**src/rtl/fetch_unit.sv**
```systemverilog
`default_nettype none
// ============================================================================
// Module   : fetch_unit
// Purpose  : Hack CPU instruction fetch stage. Holds the program counter,
//            issues one request at a time to a variable-latency instruction
//            ROM (req/ack) and hands each fetched word plus its address to
//            decode/execute (valid/ready). Taken jumps redirect the fetch.
// Revision : 1.0 - initial release
// ============================================================================
module fetch_unit #(
    parameter int ADDR_W = 15,
    parameter int DATA_W = 16
) (
    input  logic              clk,
    input  logic              reset,
    output logic              rom_req,
    output logic [ADDR_W-1:0] rom_addr,
    input  logic              rom_ack,
    input  logic [DATA_W-1:0] rom_data,
    output logic [DATA_W-1:0] instr,
    output logic [ADDR_W-1:0] instr_pc,
    output logic              instr_valid,
    input  logic              instr_ready,
    input  logic              jump,
    input  logic [ADDR_W-1:0] jump_addr
);

    localparam logic [1:0] IDLE = 2'd0;
    localparam logic [1:0] REQ  = 2'd1;
    localparam logic [1:0] HOLD = 2'd2;

    logic [1:0]        state;
    logic [1:0]        state_next;
    logic [ADDR_W-1:0] pc;
    logic [ADDR_W-1:0] pc_next;
    logic [ADDR_W-1:0] fetch_addr;
    logic [ADDR_W-1:0] rom_addr_next;
    logic              rom_req_next;
    logic [DATA_W-1:0] instr_next;
    logic [ADDR_W-1:0] instr_pc_next;
    logic              instr_valid_next;
    logic              kill;
    logic              kill_next;

    // A jump seen while idle is folded straight into the request being issued.
    assign fetch_addr = jump ? jump_addr : pc;

    // State register.
    always_ff @(posedge clk) begin
        if (reset) begin
            state <= IDLE;
        end else begin
            state <= state_next;
        end
    end

    // Next-state logic: a fetch completes into HOLD only if no redirect hit it.
    always_comb begin
        state_next = state;
        case (state)
            IDLE: state_next = REQ;
            REQ: begin
                if (rom_ack) begin
                    state_next = (kill || jump) ? IDLE : HOLD;
                end
            end
            HOLD: begin
                if (instr_ready || jump) begin
                    state_next = IDLE;
                end
            end
            default: state_next = IDLE;
        endcase
    end

    // Output/datapath next values. A jump during an outstanding request cannot
    // cancel it on the bus, so it is remembered in kill and the data dropped.
    always_comb begin
        pc_next          = pc;
        rom_addr_next    = rom_addr;
        rom_req_next     = rom_req;
        instr_next       = instr;
        instr_pc_next    = instr_pc;
        instr_valid_next = instr_valid;
        kill_next        = kill;
        case (state)
            IDLE: begin
                pc_next       = fetch_addr;
                rom_addr_next = fetch_addr;
                rom_req_next  = 1'b1;
            end
            REQ: begin
                if (rom_ack) begin
                    rom_req_next = 1'b0;
                    kill_next    = 1'b0;
                    if (jump) begin
                        pc_next = jump_addr;
                    end else if (!kill) begin
                        instr_next       = rom_data;
                        instr_pc_next    = rom_addr;
                        instr_valid_next = 1'b1;
                        pc_next          = rom_addr + ADDR_W'(1);
                    end
                end else if (jump) begin
                    pc_next   = jump_addr;
                    kill_next = 1'b1;
                end
            end
            HOLD: begin
                if (instr_ready || jump) begin
                    instr_valid_next = 1'b0;
                end
                if (jump) begin
                    pc_next = jump_addr;
                end
            end
            default: ;
        endcase
    end

    // Datapath and output registers; reset abandons any outstanding request.
    always_ff @(posedge clk) begin
        if (reset) begin
            pc          <= '0;
            rom_addr    <= '0;
            rom_req     <= 1'b0;
            instr       <= '0;
            instr_pc    <= '0;
            instr_valid <= 1'b0;
            kill        <= 1'b0;
        end else begin
            pc          <= pc_next;
            rom_addr    <= rom_addr_next;
            rom_req     <= rom_req_next;
            instr       <= instr_next;
            instr_pc    <= instr_pc_next;
            instr_valid <= instr_valid_next;
            kill        <= kill_next;
        end
    end

endmodule
`default_nettype wire

```
**config.mk**
```make
export PLATFORM = sky130hd
export DESIGN_NAME = fetch_unit
export DESIGN_NICKNAME = d
export VERILOG_FILES = /design/src/rtl/fetch_unit.sv
export SDC_FILE = /design/constraint.sdc
export NUM_CORES = 1
export LEC_CHECK = 0
export ABC_AREA = 0
export CAP_MARGIN = 20
export CORE_ASPECT_RATIO = 1.5
export CORE_MARGIN = 2
export CORE_UTILIZATION = 48
export CTS_BUF_LIST = sky130_fd_sc_hd__clkbuf_16
export CTS_CLUSTER_DIAMETER = 120
export DETAILED_ROUTE_END_ITERATION = 8
export GPL_TIMING_DRIVEN = 0
export PLACE_DENSITY = 0.8
export SYNTH_ARGS = -nofsm -noshare
export SYNTH_HDL_FRONTEND = slang
export SYNTH_SLANG_ARGS = --single-unit
```
**constraint.sdc**
```tcl
create_clock -name clk -period 1.8 [get_ports clk]
set_clock_uncertainty 0.15 [all_clocks]
set_input_delay 0.54 -clock clk [delete_from_list [all_inputs] [get_ports clk]]
set_output_delay 0.54 -clock clk [all_outputs]
set_load 0.03 [all_outputs]
```
==> results by group <==
Setup path
  – Reg2reg path depth: 5
  – Reg2reg setup slack: ~0.08 ns
  – CP Launch Type: register
  – Critical Path RT: between 1 and 1.5 ns
  – Critical R2R Launch: rom_addr[6]
  – Largest stage delay, worst path: roughly 0.42 ns
  – CP endpoint kind: output pin
  – Crit-path cells: clkdlybuf4s15_2
  – Reg-to-Reg End: pc[14]
  – Instance count on the critical path: 1
  – Crit path DAT: 1.08 ns
  – Crit-path max FO: 7
  – Largest delay contributor family on the critical path: flip-flops
  – Critical path type: register to output pin
  – Buf/Inv on CP: 1
  – Slowest stage cell, crit path: dfxtp_2

Synthesis
  – Syn Area/Cell: slightly above 8 µm²
  – XOR/XNOR Fraction of Synth Area: ~2.6%
  – Area share of the largest cell type after synthesis: between 40% and 50%
  – Syn Nets: roughly 400
  – Mux share of post-synthesis cell area: ~3.4%
  – Post-synth top area cell: dfxtp_1
  – EDFF count, synth: 0
  – Ys Warns: 0
  – Synth Area in Adders: less than 1%
  – Largest family of logic cells by synthesized area: simple AND/OR/NAND/NOR gates
  – Share of the synthesized area in compound gates (AO/OA/AOI/OAI): between 20% and 30%
  – Top_reg_cell synth: dfxtp_1
  – Async set or reset register ratio after synthesis: 0%
  – Seq/Total Area, Yosys: 44.3%
  – FF+latch count, synth: 66
  – Area contributors post-synth: dfxtp_1, nand2_1, a21oi_1
  – Post-synthesis simple-gate area fraction: between 20% and 30%
  – Synth Instances: 359
  – Post-Syn Area: approximately 0.0030 mm²
  – Distinct cells, synth: 48

Detailed routing
  – DRT Wirelength: roughly 8500 µm
  – First DRT Iteration DRCs: approximately 180
  – DR WL/cell: approximately 16 µm
  – Drt drc: 0
  – Via density: about 5.7
  – Antenna Nets Post-Route: 0
  – Vias: roughly 3000
  – Pre-Repair DR Iteration Count: 5

Finish
  – Fillcell total: approximately 500
  – Antenna Cells: 0
  – Commonest non-fill, non-tap cell in the layout: nand2_1
  – Utilization after layout: between 60 and 70%
  – Area grow syn2layout: 41.1%
  – Post-route cell area: 0.00421 mm²
  – Final nets: between 400 and 500
  – Fraction of layout instances using a drive strength above 1: approximately 15%
  – Most frequent cells in the layout: nand2_1, dfxtp_1, a21oi_1, dlygate4sd2_1, clkdlybuf4s50_1

Place
  – Dpl hpwl: just under 6000 µm
  – DP Area: slightly below 0.004 mm²
  – GPL Wtd Cong: approximately 0.89
  – Port Buffers: 81

Timing
  – Worst Max-Slew Pin Slew: a little under 0.6 ns
  – Slew HR: approximately 60%
  – Fin Setup TNS: 0 ns
  – RSZ-0062 raised after global routing: false
  – Max-slew violations: 0
  – Max Freq: 0.565 GHz
  – Fin crit share: a little over nine tenths
  – Final hold violation count: 0
  – Crit path time final: 1.77 ns
  – Final setup fails: 0

Floorplanning
  – Die width: between 60 and 70 µm
  – Site row count: 35
  – Die area: 0.00688 mm²
  – IO Count: 84
  – Initial Util: 49.0%
  – Die Height: between 100 and 150 µm
  – Core area: roughly 0.0061 mm²

Hold path
  – Hold Startpoint: instr[8]
  – Min-Delay Path Class: register to register
  – Hold path cells: 2
  – WHS Endpoint: instr[8]

Global route
  – Initial antenna violation count: 0
  – Vias in the first global route: approximately 2900
  – GR Overflow Total: 0
  – First-pass GRT wire length: 13700 µm
  – GRT Util Overall: 26.6%
  – Largest net degree at the start of global routing: 11

Pwr
  – Worst vdd rail ir drop: just under 0.6 mV
  – Pwr Density: between 900 and 1000 mW/mm²
  – P_leak: between 1.5 and 2 nW

Run
  – Max_cap viols: 0

Clock tree
  – H-tree Lvls: 3
  – Post-CTS Hold Fix Bufs: 0
  – Clock latency on the worst-skew pair: approximately 0.33 ns
  – Deepest clock path buffer count: 2
  – CTS tree: done
  – Clock transition at the registers of the reported paths: 0.05 ns
  – CTS root buffer: clkbuf_16
  – Num CTS Buffers: 9
  – Clk sinks: 66

Outcome
  – Status: finished, final reports clean
==> registers in the layout, indices dropped and copies added (netlist names) <==
signal and cells:
instr 16, instr_pc 15, pc 15, rom_addr 15, state 2, instr_valid 1, kill 1, rom_req 1
==> cell usage after synthesis (2+ instances only) <==
library cell	n
clkbuf_1	10
inv_1	5
nand3_1	6
a21oi_1	49
o31a_1	2
a21o_1	2
o21ai_0	9
nor3_1	3
nor2_1	20
o211a_1	2
or3_1	2
dfxtp_1	66
xor2_1	3
and3b_1	3
a31oi_1	3
o221ai_1	3
nor4_2	4
a32oi_1	2
a311oi_1	4
o22ai_1	2
nor4_1	3
o2bb2ai_1	2
o21ai_1	2
a211oi_1	15
buf_2	17
xnor2_1	6
and2_1	2
nand2_1	82
nand2b_1	2
mux2i_1	10
==> layer usage <==
metal / vias to the layer above / wire length, µm / part of all wire, % / GRT usage [%]
met3: 26 / 593 / 6.9 / 5.25
met4: 0 / 253 / 3.0 / 14.2
met1: 1392 / 3350 / 39 / 31.5
met5: - / 0 / 0 / 0
met2: 136 / 4340 / 51 / 43.9
li1: 1449 / - / - / -
==> stage by stage <==
| step | setup WS (ns) | hold WS (ns) | cells | total power, W |
|---|---|---|---|---|
| 6_report | 0.0306 | 0.297 | 529 | 0.00390 |
| 5_1_grt | 0.00544 | 0.323 | 529 | 0.00403 |
| 4_1_cts | 0.00457 | 0.301 | 529 | 0.00389 |
| 3_5_place_dp | -0.582 | 0.296 | 514 | 0.00229 |
| 3_3_place_gp | -0.573 | 0.291 | 514 | 0.00228 |
| 2_1_floorplan | 0.0206 | 0.282 | 359 | 0.00201 |
==> cell type report <==
cell class                 count  area, µm²  area share [%]
tap                           74       92.6            2.20
inverter                       5       18.8           0.446
timing repair buffer          81        751            17.8
buffer                        28        158            3.74
multi-input combinational    260       1580            37.5
clock buffer                   9        225            5.35
clock inverter                 6       51.3            1.22
sequential                    66       1340            31.7
==> kinds of logic after synthesis <==
kind of cell	Yosys count
and+or+nand+nor	136
AOI/OAI and AO/OA	104
DFF	66
buffers and inverters	33
muxes	10
xor gates and xnor gates	9
adders and majority gates	1
==> how the worst max path moves through the flow <==
stage | from | to | slack (ns)
4_1_cts | rom_addr[1] | rom_addr[1] | 0.005
2_1_floorplan | rom_addr[2] | pc[13] | 0.02
5_1_grt | state[0] | pc[11] | 0.005
3_5_place_dp | jump | pc[13] | -0.58
6_report | rom_addr[3] | rom_addr[3] | 0.03
3_3_place_gp | jump | rom_addr[2] | -0.57
==> power by group <==
| group | internal [W] | leakage, nW | switching, W |
|---|---|---|---|
| Combinational | 0.000253 | 1.05 | 0.000371 |
| Sequential | 0.00155 | 0.544 | 0.0000911 |
| Clock | 0.00104 | 0.145 | 0.000589 |
==> what timing repair did <==
action                                  CTS  global route
resized for setup                        90            24
buffers inserted                          0             0
endpoints found under the setup margin  112            56
pin swaps                                 0             1
Power figures use the tool's default switching activity.
